==> config.mk <==
export PLATFORM = sky130hd
export DESIGN_NAME = cd_tx_frame_reader
export DESIGN_NICKNAME = d
export VERILOG_FILES = /design/src/rtl/cd_pkg.sv /design/src/rtl/cd_tx_frame_reader.sv
export SDC_FILE = /design/constraint.sdc
export NUM_CORES = 1
export LEC_CHECK = 0
export CORE_ASPECT_RATIO = 1.1
export CORE_MARGIN = 4
export CORE_UTILIZATION = 50
export CTS_BUF_LIST = sky130_fd_sc_hd__clkbuf_4
export CTS_CLUSTER_DIAMETER = 30
export DETAILED_ROUTE_END_ITERATION = 8
export PLACE_DENSITY_LB_ADDON = 0.3
export SYNTH_ARGS = -nofsm -noshare
export SYNTH_HDL_FRONTEND = slang
export SYNTH_SLANG_ARGS = --single-unit
==> constraint.sdc <==
create_clock -name clk -period 2.5 [get_ports clk]
set_input_delay 0.5 -clock clk [delete_from_list [all_inputs] [get_ports clk]]
set_output_delay 0.5 -clock clk [all_outputs]
set_load 0.02 [all_outputs]
==> src/rtl/cd_pkg.sv <==
// rtl/cd_pkg.sv - shared frame-buffer constants and tx frame reader state encoding
package cd_pkg;

   // Frame header: hdr[0]=src, hdr[1]=dst, hdr[2]=len, followed by len data bytes
   localparam int CD_HDR_LEN = 3;
   localparam int CD_LEN_IDX = 2;

   typedef enum logic [2:0] {
      CD_IDLE  = 3'd0,
      CD_LEN_A = 3'd1,
      CD_LEN_D = 3'd2,
      CD_RD_A  = 3'd3,
      CD_RD_D  = 3'd4,
      CD_SEND  = 3'd5,
      CD_DONE  = 3'd6
   } cd_tx_state_e;

endpackage

==> src/rtl/cd_tx_frame_reader.sv <==
// rtl/cd_tx_frame_reader.sv - frame buffer consumer streaming frames to the tx serializer (option: CD_TX_RETRY_LIMIT_EN)
module cd_tx_frame_reader
   import cd_pkg::*;
#(
   parameter int A_WIDTH   = 8,
   parameter int RETRY_MAX = 3
) (
   input  logic               clk,
   input  logic               reset_n,
   input  logic [7:0]         rd_byte,
   input  logic [7:0]         rd_flags,
   input  logic               unread,
   output logic [A_WIDTH-1:0] rd_addr,
   output logic               rd_done,
   output logic [7:0]         tx_byte,
   output logic               tx_valid,
   input  logic               tx_ready,
   output logic               tx_first,
   output logic               tx_last,
   output logic [7:0]         tx_flags,
   input  logic               abort,
   input  logic               flush,
   output logic               busy,
   output logic               len_err,
   output logic               retry_drop
);

   // Length sum is evaluated wide enough to hold 3+255 and the slot size itself
   localparam int SUM_W = (A_WIDTH + 2 > 10) ? A_WIDTH + 2 : 10;
   localparam logic [SUM_W-1:0]   SLOT_BYTES = SUM_W'(1) << A_WIDTH;
   localparam logic [A_WIDTH:0]   IDX_ONE    = {{A_WIDTH{1'b0}}, 1'b1};
   localparam logic [A_WIDTH-1:0] LEN_ADDR   = A_WIDTH'(CD_LEN_IDX);

   cd_tx_state_e     state;
   logic [A_WIDTH:0] idx;
   logic [A_WIDTH:0] total;
   logic [A_WIDTH:0] idx_next;
   logic [SUM_W-1:0] len_sum;
   logic             cancel;
   logic             give_up;

   assign len_sum  = SUM_W'(CD_HDR_LEN) + SUM_W'(rd_byte);
   assign idx_next = idx + IDX_ONE;
   // abort only matters while a frame is being fetched or presented
   assign cancel   = abort && (state != CD_IDLE) && (state != CD_DONE);
   assign busy     = (state != CD_IDLE);
   // release is combinational so the buffer clears unread before the next IDLE cycle
   assign rd_done  = reset_n && !flush && (state == CD_DONE);

`ifdef CD_TX_RETRY_LIMIT_EN
   localparam int RC_W = (RETRY_MAX > 1) ? $clog2(RETRY_MAX) : 1;
   localparam logic [RC_W-1:0] RC_LAST = RC_W'(RETRY_MAX - 1);

   logic [RC_W-1:0] retry_cnt;
   logic            drop_q;

   assign give_up    = cancel && (retry_cnt == RC_LAST);
   assign retry_drop = drop_q;

   // count aborted attempts of the current frame; give up after RETRY_MAX
   always_ff @(posedge clk) begin
      if (!reset_n || flush) begin
         retry_cnt <= '0;
         drop_q    <= 1'b0;
      end else if (cancel) begin
         drop_q    <= give_up;
         retry_cnt <= give_up ? '0 : retry_cnt + 1'b1;
      end else begin
         drop_q <= 1'b0;
         if (state == CD_DONE) begin
            retry_cnt <= '0;
         end
      end
   end
`else
   logic unused_cfg;

   assign give_up    = 1'b0;
   assign retry_drop = 1'b0;
   assign unused_cfg = (RETRY_MAX > 0);
`endif

   // frame walk: fetch length, then read / present / handshake each byte
   always_ff @(posedge clk) begin
      if (!reset_n) begin
         state    <= CD_IDLE;
         rd_addr  <= '0;
         idx      <= '0;
         total    <= '0;
         tx_byte  <= '0;
         tx_valid <= 1'b0;
         tx_first <= 1'b0;
         tx_last  <= 1'b0;
         tx_flags <= '0;
         len_err  <= 1'b0;
      end else if (flush || cancel) begin
         // slot stays dirty on abort, so the frame restarts from byte 0
         state    <= (give_up && !flush) ? CD_DONE : CD_IDLE;
         idx      <= '0;
         tx_valid <= 1'b0;
         tx_first <= 1'b0;
         tx_last  <= 1'b0;
         len_err  <= 1'b0;
      end else begin
         len_err <= 1'b0;
         case (state)
            CD_IDLE: begin
               if (unread) begin
                  rd_addr <= LEN_ADDR;
                  state   <= CD_LEN_A;
               end
            end
            CD_LEN_A: state <= CD_LEN_D;
            CD_LEN_D: begin
               total    <= len_sum[A_WIDTH:0];
               tx_flags <= rd_flags;
               if (len_sum > SLOT_BYTES) begin
                  len_err <= 1'b1;
                  state   <= CD_DONE;
               end else begin
                  idx     <= '0;
                  rd_addr <= '0;
                  state   <= CD_RD_A;
               end
            end
            CD_RD_A: state <= CD_RD_D;
            CD_RD_D: begin
               tx_byte  <= rd_byte;
               tx_valid <= 1'b1;
               tx_first <= (idx == '0);
               tx_last  <= (idx == total - IDX_ONE);
               state    <= CD_SEND;
            end
            CD_SEND: begin
               if (tx_ready) begin
                  tx_valid <= 1'b0;
                  if (tx_last) begin
                     state <= CD_DONE;
                  end else begin
                     idx     <= idx_next;
                     rd_addr <= idx_next[A_WIDTH-1:0];
                     state   <= CD_RD_A;
                  end
               end
            end
            CD_DONE: begin
               idx   <= '0;
               state <= CD_IDLE;
            end
            default: state <= CD_IDLE;
         endcase
      end
   end

endmodule
-- After elaboration in Yosys (flattened, before gate mapping)
Cells that the tools add are included.
- input port bits: 22
- flip-flop bits (word level): 49
- output and inout port bits: 31
- $lt $le $gt $ge: 1
- bitwise operators: 3
- equal/unequal tests: 12
- muxes and demuxes: 17
- add/sub/neg operators: 3
- reductions and logical operators: 20
- operators with widths (operator ; count):
    8-bit two-way mux ; 4
    9-bit two-way mux ; 3
    9-bit case mux with 3 select lines ; 1
    8-bit case mux with 3 select lines ; 1
    3-bit case mux with 6 select lines ; 1
    3-bit two-way mux ; 4
    2-bit by 8-bit adder with 9-bit output, first input constant ; 1
    9-bit by 1-bit adder with 9-bit output, second input constant ; 1
    3-bit equality test, second input constant ; 3
    9-bit equality test ; 1
    9-bit greater-than comparator, second input constant ; 1
    9-bit zero test ; 1
    3-bit nonzero test ; 3
    9-bit by 1-bit subtractor with 9-bit output, second input constant ; 1
    2-bit != test, second input constant ; 4
    2-bit AND reduction ; 4
    3-bit by 2-bit equality test with 1-bit output, second input constant ; 2
    6-bit AND reduction ; 1
    1-bit logical AND ; 4
    4-bit AND reduction ; 1
    3-bit by 1-bit equality test with 1-bit output, second input constant ; 1
    3-bit zero test ; 1
    3-bit != test, second input constant ; 1
    1-bit NOT ; 3
    other kinds (7) ; 8

-- Depth between registers and ports, before layout
Gate-level depths: netlist (run 1).
- depth in word-level cells: 6
- mapped depth: 9
- depth with buffers taken out: 7

-- Worst setup path after synthesis (run 1)
Ideal clock, no wire load.
- kind: input-to-reg
- start: in rd_byte[1]
- end: reg rd_addr[1]
- setup slack: 629 ps
- buffers on the path: 1
- cell stages on the path: 8
- arrival time: 1743 ps
- cell sequence: inv_1 > ha_1 > nor2b_1 > and4_4 > a2111oi_4 > buf_6 > mux2i_1 > nor2_1
- word-level cells in the longest chain between the ends: 4
- ends and longest elaborated chain (what ; line ; source):
    from (decl) ; cd_tx_frame_reader.sv:10 ; input logic [7:0] rd_byte,
    2-bit by 8-bit adder with 9-bit output ; cd_tx_frame_reader.sv:42 ; assign len_sum = SUM_W'(CD_HDR_LEN) + SUM_W'(rd_byte);
    9-bit greater-than comparator ; cd_tx_frame_reader.sv:117 ; if (len_sum > SLOT_BYTES) begin
    2-bit != test (no source line) ; - ;
    6-bit AND reduction (no source line) ; - ;
    to (signal assigned) ; cd_tx_frame_reader.sv:141 ; rd_addr <= idx_next[A_WIDTH-1:0];
    to (decl) ; cd_tx_frame_reader.sv:13 ; output logic [A_WIDTH-1:0] rd_addr,
Every way passes these cells.
A chain may end at the register's enable or synchronous reset.

-- Final worst setup path (run 1)
- start: reg state[0]
- end: out busy
- word-level cells in the longest chain between the ends: 1
- ends and longest elaborated chain (what ; line ; source):
    from (decl) ; cd_tx_frame_reader.sv:34 ; cd_tx_state_e state;
    from (signal assigned) ; cd_tx_frame_reader.sv:98 ; state <= (give_up && !flush) ? CD_DONE : CD_IDLE;
    3-bit nonzero test ; cd_tx_frame_reader.sv:46 ; assign busy = (state != CD_IDLE);
    to (decl) ; cd_tx_frame_reader.sv:23 ; output logic busy,
Every way passes these cells.

==> summary.md, run 1 <==
| Metric | Value |
|---|---|
| Final Critical Period | 2310 ps |
| GRT Util Overall | 0.198 |
| Rows | 27 |
| Cells on worst reg2reg path | 6 |
| Ranking of synthesized cells by area | dfxtp_1 (36%), nand2_1 (7.4%), a21oi_1 (7.1%) |
| Total CTS buffers | 5 |
| Mapped Cells | 337 |
| Post-cts resize count | 1 |
| Via count | 2543 |
| CP endpoint kind | output port |
| M1 WL | 2880 um |
| # diodes | 0 |
| Multi-input logic area | 1560 um2 |
| Routed wire per std cell | 13.6 um |
| Vias in the first global route | 2423 |
| CP Depth | 2 |
| Async SR Flop Fraction | 0 |
| Total Wirelength | 6280 um |
| Post-synth top flop | dfxtp_1 |
| Sequential cell area | 981 um2 |
| Start of the worst register-to-register path | state[0] |
| RePlAce Congestion | 0.874 |
| Origin of the worst setup path | state[0] |
| Setup_tns | 0 ps |
| Worst Hold Path Cells | 2 |
| Flops & latches, synth | 49 |
| WP buf/inv | 1 |
| Met2 Wirelength | 2970 um |
| Sequential power share | 0.617 |
| Reg2reg end | idx[4] |
| Mapped Area | 2690 um2 |
| Routed vias/inst | 5.52 |
| Outcome | complete, no violations |
| First drt pass iteration count | 4 |
| Worst setup path endpoint | busy |
| Worst clock skew | 9.41 ps |
| Detailed Route Iter0 Violations | 217 |
| Internal power | 0.972 mW |
| Post-synthesis net count | 364 |
| WHS | 466 ps |
| Crit path DAT | 1810 ps |
| Slowest cell on the critical path | clkdlybuf4s50_1 |
| Area leader, netlist | dfxtp_1 |
| Skew-Pair Late Insertion Delay | 350 ps |
| Worst Hold Class | reg -> reg |
| Mean Syn Cell Area | 7.99 um2 |
| Leading cell type in the layout, fill and taps excluded | nand2_1 |
| Post-synth EDFFs | 0 |
| Clock-pin slew on the worst setup and hold paths | 130 ps |
| Crit start category | flop |
| Final Hold Viols | 0 |
| TritonCTS clock tree | built |
| LEAKAGE | 1.13 nW |
| Antenna Nets Post-Route | 0 |
| RSZ-0062 raised after global routing | no |
| Die ar. | 6620 um2 |
| Met3 routed WL | 330 um |
| Maximum vdd ir drop | 0.000209 V |
| CP top delay family | buffers and inverters |
| Htree depth | 2 |
| DRC viols | 0 |
| Period Utilization, post-route | 0.922 |
| Uppermost routed layer | met4 |
| Grt ovf | 0 |
| Final Util | 0.656 |
| Root buffer cell | clkbuf_4 |
| Die outline height | 85.0 um |
| Cell area power density | 383 nW/um2 |
| NetSw | 0.309 mW |
| MaxCap Viol Count | 0 |
| Yosys Warn Count | 0 |
| HPWL after DPL | 4780 um |
| Required time worst endpoint | 2000 ps |
| Setup bufs post-CTS | 0 |
| Yosys cell types | 58 |
| Fill cells | 432 |
| Clock Tree Buf Depth | 2 |
| CP cell instances | or3_1 -> clkdlybuf4s50_1 |
| Clk pwr share | 0.271 |
| Die Wd | 78.0 um |
| Post-synth top area share | 0.364 |
| First-pass GRT wire length | 11000 um |
| Total power | 1.28 mW |
| CP max stage delay | 550 ps |
| Layout cell share with drive strength beyond 1 | 0.0925 |
| Seq/Total Area, Yosys | 0.364 |
| Number of buffers added on ports | 51 |
| Largest net degree at the start of global routing | 34 |
| # hold bufs at CTS | 0 |
| IO Pins | 53 |
| Worst Path Max Fanout | 13 |
| FF-to-FF setup slack | 520 ps |
| Most frequent cells in the layout | nand2_1 (53), clkdlybuf4s50_1 (50), dfxtp_1 (49) |
| P&R area growth vs syn | 24.3% |
| Net Sw Frac | 0.241 |
| Critical path class | reg -> out |
| Highest clock rate | 434 MHz |
| Comb pwr share | 0.112 |
| Initial antenna violation count | 0 |
| Final setup vio count | 0 |
| Core Area | 5100 um2 |
| Count of final max-slew check failures | 0 |
| Initial core utilization | 0.528 |
| Clk sinks | 49 |
| Nets | 416 |
-- stage by stage --
stage / area [um2] / instances / setup WS [ps]
detailed placement: 3300 / 454 / 12.2
floorplan: 2690 / 337 / 629
CTS: 3350 / 461 / 178
global placement: 3300 / 454 / 86.2
global route: 3350 / 461 / 98.4
finish: 3350 / 461 / 195
-- flip-flops by register name, summed over array words and instances, names as in the netlist --
| name | flops |
|---|---|
| tx_last | 1 |
| len_err | 1 |
| total | 9 |
| state | 3 |
| rd_addr | 8 |
| idx | 9 |
| tx_first | 1 |
| tx_valid | 1 |
| tx_byte | 8 |
| tx_flags | 8 |
-- final cells by class --
cell class / count / share of cell area
Clock buffer: 6 / 0.0135
Clock inverter: 1 / 0.00112
Inverter: 10 / 0.0112
Multi-Input combinational cell: 258 / 0.467
Sequential cell: 49 / 0.293
Tap cell: 72 / 0.0269
Timing Repair Buffer: 65 / 0.187
-- power groups by stage --
stage	Combinational [mW]	Sequential (mW)	Clock, mW
after floorplan	0.0703	0.806	0
after detailed placement	0.143	0.807	0
after global placement	0.141	0.807	0
final	0.144	0.790	0.347
after global routing	0.156	0.792	0.392
after CTS	0.144	0.790	0.358
-- cells by family after synthesis --
| logic type | Yosys count | share of synthesized area |
|---|---|---|
| adders and majority gates | 5 | 0.0232 |
| and+or+nand+nor | 150 | 0.288 |
| other | 1 | 0.00139 |
| AOI/OAI and AO/OA | 76 | 0.182 |
| muxes | 5 | 0.0186 |
| buffers and inverters | 30 | 0.0548 |
| DFF | 49 | 0.364 |
| xor gates and xnor gates | 21 | 0.0683 |
-- how the worst min path moves through the flow --
stage	endpoint	startpoint	slack, ps
CTS	tx_byte[4]	tx_byte[4]	470
global route	tx_byte[4]	tx_byte[4]	490
finish	tx_byte[4]	tx_byte[4]	470
detailed placement	tx_byte[4]	tx_byte[4]	450
floorplan	total[8]	total[8]	450
global placement	tx_flags[0]	tx_flags[0]	440
-- cell usage after synthesis (8+ instances only) --
cell type / number
nor2_1: 27
o21ai_0: 9
buf_2: 10
dfxtp_1: 49
nand2_1: 53
nand3_1: 17
xnor2_1: 15
a21oi_1: 38
nor2b_1: 8
a211oi_1: 8
inv_1: 9
-- metal layers --
metal  GRT usage  up-vias
li1            -     1265
met1       0.266     1210
met2       0.322       58
met3      0.0350       10
met4      0.0668        0
met5           0        -
-- tightest hold or removal path: cells and delay by family (launching register included) --
kind / cells / cell delay (ps)
flops: 1 / 330
compound gates: 1 / 50
simple gates: 1 / 50
No activity file was read; power rests on OpenSTA's default activity.
==> inputs of run 2 (changes only) <==
--- a/config.mk
+++ b/config.mk
@@ -10,6 +10,7 @@
 export CORE_UTILIZATION = 50
 export CTS_BUF_LIST = sky130_fd_sc_hd__clkbuf_4
 export CTS_CLUSTER_DIAMETER = 30
+export CTS_CLUSTER_SIZE = 10
 export DETAILED_ROUTE_END_ITERATION = 8
 export PLACE_DENSITY_LB_ADDON = 0.3
 export SYNTH_ARGS = -nofsm -noshare
==> results of run 2 <==
The final DEF is identical to that of run 1; final timing and power are the same.
==> inputs of run 3 (changes only) <==
--- a/config.mk
+++ b/config.mk
@@ -6,7 +6,6 @@
 export NUM_CORES = 1
 export LEC_CHECK = 0
 export CORE_ASPECT_RATIO = 1.1
-export CORE_MARGIN = 4
 export CORE_UTILIZATION = 50
 export CTS_BUF_LIST = sky130_fd_sc_hd__clkbuf_4
 export CTS_CLUSTER_DIAMETER = 30
==> run 3 against run 2 <==
  * Sequential share of layout area hardly changed
  * Worst setup slack worse by 1.5 ps
  * Wire length is 1.4% lower
  * Fmax hardly changed
  * Clock skew hardly changed
  * Core utilization is 0.098 points higher
  * Flip-flop and latch count stayed put
  * Largest power group unchanged
  * Highest routed layer unchanged
==> summary.md, run 3 (same netlist as run 1, synthesis figures left out) <==
| Metric | Value |
|---|---|
| Leading cell type in the layout, fill and taps excluded | nand2_1 |
| TritonCTS clock tree | built |
| Worst Hold Class | reg -> reg |
| Internal power | 0.958 mW (-1.5%) |
| Number of buffers added on ports | 51 (unchanged) |
| Reg2reg end | idx[6] |
| Clk pwr share | 0.265 (-0.006) |
| LEAKAGE | 1.15 nW (+1.5%) |
| Sequential power share | 0.622 (+0.005) |
| Cell area power density | 379 nW/um2 (-0.92%) |
| Maximum vdd ir drop | 0.000261 V (+25%) |
| WP buf/inv | 1 (unchanged) |
| Initial antenna violation count | 0 (unchanged) |
| Inst Count DP | 455 (+0.22%) |
| RSZ-0062 raised after global routing | no |
| Required time worst endpoint | 2000 ps (about the same) |
| Worst Path Max Fanout | 13 (unchanged) |
| Final Hold Viols | 0 (unchanged) |
| Clock Tree Buf Depth | 2 (unchanged) |
| Routed wire per std cell | 13.4 um (-1.4%) |
| Antenna Nets Post-Route | 0 (unchanged) |
| CP cell instances | or3_1 -> clkdlybuf4s50_1 |
| Total power | 1.27 mW (-0.78%) |
| Skew-Pair Late Insertion Delay | 360 ps (about the same) |
| NetSw | 0.313 mW (+1.4%) |
| Layout cell share with drive strength beyond 1 | 0.0951 (+0.00257) |
| Detailed Route Iter0 Violations | 252 (+16%) |
| Vias in the first global route | 2251 (-7.1%) |
| Die Wd | 72.0 um (-7.7%) |
| Crit path DAT | 1810 ps (about the same) |
| Total Wirelength | 6200 um (-1.4%) |
| Final setup vio count | 0 (unchanged) |
| Most frequent cells in the layout | nand2_1 (53), clkdlybuf4s50_1 (50), dfxtp_1 (49) |
| IO Pins | 53 (unchanged) |
| Top Registers | idx: 9 flops, total: 9 flops |
| Worst Hold Path Cells | 2 (unchanged) |
| Clk sinks | 49 (unchanged) |
| Worst Hold End | tx_flags[7] |
| Routed vias/inst | 5.39 (-2.3%) |
| Root buffer cell | clkbuf_4 |
| Setup_tns | 0 ps (unchanged) |
| GRT Util Overall | 0.232 (+0.0335) |
| Crit start category | flop |
| Rows | 27 (unchanged) |
| FF-to-FF setup slack | 490 ps (-30 ps) |
| First-pass GRT wire length | 10400 um (-5.4%) |
| CP top delay family | buffers and inverters |
| Cells on worst reg2reg path | 6 (unchanged) |
| Critical path class | reg -> out |
| P&R area growth vs syn | 24.5% |
| Worst clock skew | 9.09 ps (-0.327 ps) |
| Core Area | 5100 um2 (unchanged) |
| Net Sw Frac | 0.246 (+0.00539) |
| # hold bufs at CTS | 0 (unchanged) |
| DRC viols | 0 (unchanged) |
| Nets | 417 (+0.24%) |
| Die ar. | 5680 um2 (-14%) |
| Largest net degree at the start of global routing | 34 (unchanged) |
| Origin of the worst setup path | state[0] |
| Count of final max-slew check failures | 0 (unchanged) |
| Final Instance Count excl. Fillers | 461 (unchanged) |
| Comb pwr share | 0.114 (+0.002) |
| Slowest cell on the critical path | clkdlybuf4s50_1 |
| Final Util | 0.657 (+0.000981) |
| Initial core utilization | 0.528 (unchanged) |
| First drt pass iteration count | 4 (unchanged) |
| Outcome | complete, no violations |
| RePlAce Congestion | 0.887 (+1.5%) |
| HPWL after DPL | 4610 um (-3.5%) |
| CP max stage delay | 550 ps (about the same) |
| Clock-pin slew on the worst setup and hold paths | 130 ps (about the same) |
| Htree depth | 2 (unchanged) |
| Min-delay src | tx_flags[7] |
| # diodes | 0 (unchanged) |
| Period Utilization, post-route | 0.923 (about the same) |
| Via count | 2485 (-2.3%) |
| Grt ovf | 0 (unchanged) |
| MaxCap Viol Count | 0 (unchanged) |
| Start of the worst register-to-register path | idx[0] |
| Fill cells | 436 (+0.93%) |
| Die outline height | 79.0 um (-7.1%) |
| Total CTS buffers | 5 (unchanged) |
| CP endpoint kind | output port |
| Final Critical Period | 2310 ps (+1.45 ps) |
| Highest clock rate | 434 MHz (about the same) |
-- run 3: layout make-up --
cell class                 instances  area [um2]  area share
tap                               72        90.1      0.0269
multi-input combinational        258        1560       0.466
clock inverter                     1        5.00     0.00149
inverter                          10        37.5      0.0112
sequential                        49         981       0.293
timing repair buffer              66         638       0.190
clock buffer                       5        37.5      0.0112
-- run 3: worst reg2reg max path: stages (launching register included) --
cell and delay [ps]:
dfxtp_1 530, ha_1 300, nand3_1 230, or3_1 410, a21oi_1 260, nand2_1 90
a21oi_1 130
-- run 3: timing repair --
item	CTS	global route
endpoints found under the hold margin	0	0
setup buffers	0	0
endpoints found under the setup margin	0	1
resized for setup	0	1
-- run 3: through the flow --
| step | setup WS (ps) | instance area (um2) | hold slack, ps |
|---|---|---|---|
| after floorplan | 629 | 2690 | 449 |
| after global placement | 81.8 | 3310 | 443 |
| after detailed placement | 15.4 | 3310 | 447 |
| after CTS | 79.9 | 3350 | 465 |
| after global routing | 108 | 3350 | 482 |
| final | 193 | 3350 | 465 |
-- run 3: how the worst max path moves through the flow --
stage                 end  slack [ps]  cells after the start
2_1_floorplan  rd_addr[1]         630                      8
3_3_place_gp   rd_addr[5]          80                      8
3_5_place_dp   rd_addr[6]          20                      8
4_1_cts           rd_done          80                      6
5_1_grt              busy         110                      2
6_report             busy         190                      2
-- run 3: power groups by stage --
| stage | Combinational (mW) | Clock [mW] | Sequential [mW] |
|---|---|---|---|
| after CTS | 0.144 | 0.345 | 0.790 |
| after global placement | 0.141 | 0 | 0.807 |
| after global routing | 0.156 | 0.385 | 0.791 |
| final | 0.145 | 0.336 | 0.790 |
| after detailed placement | 0.144 | 0 | 0.807 |
| after floorplan | 0.0703 | 0 | 0.806 |
-- run 3: routing by layer --
metal | routed length [um] | global-route usage | share of wire
met5 | 0 | 0 | 0
met4 | 68 | 0.0647 | 0.011
met3 | 334 | 0.0419 | 0.054
met2 | 2950 | 0.376 | 0.48
met1 | 2840 | 0.314 | 0.46
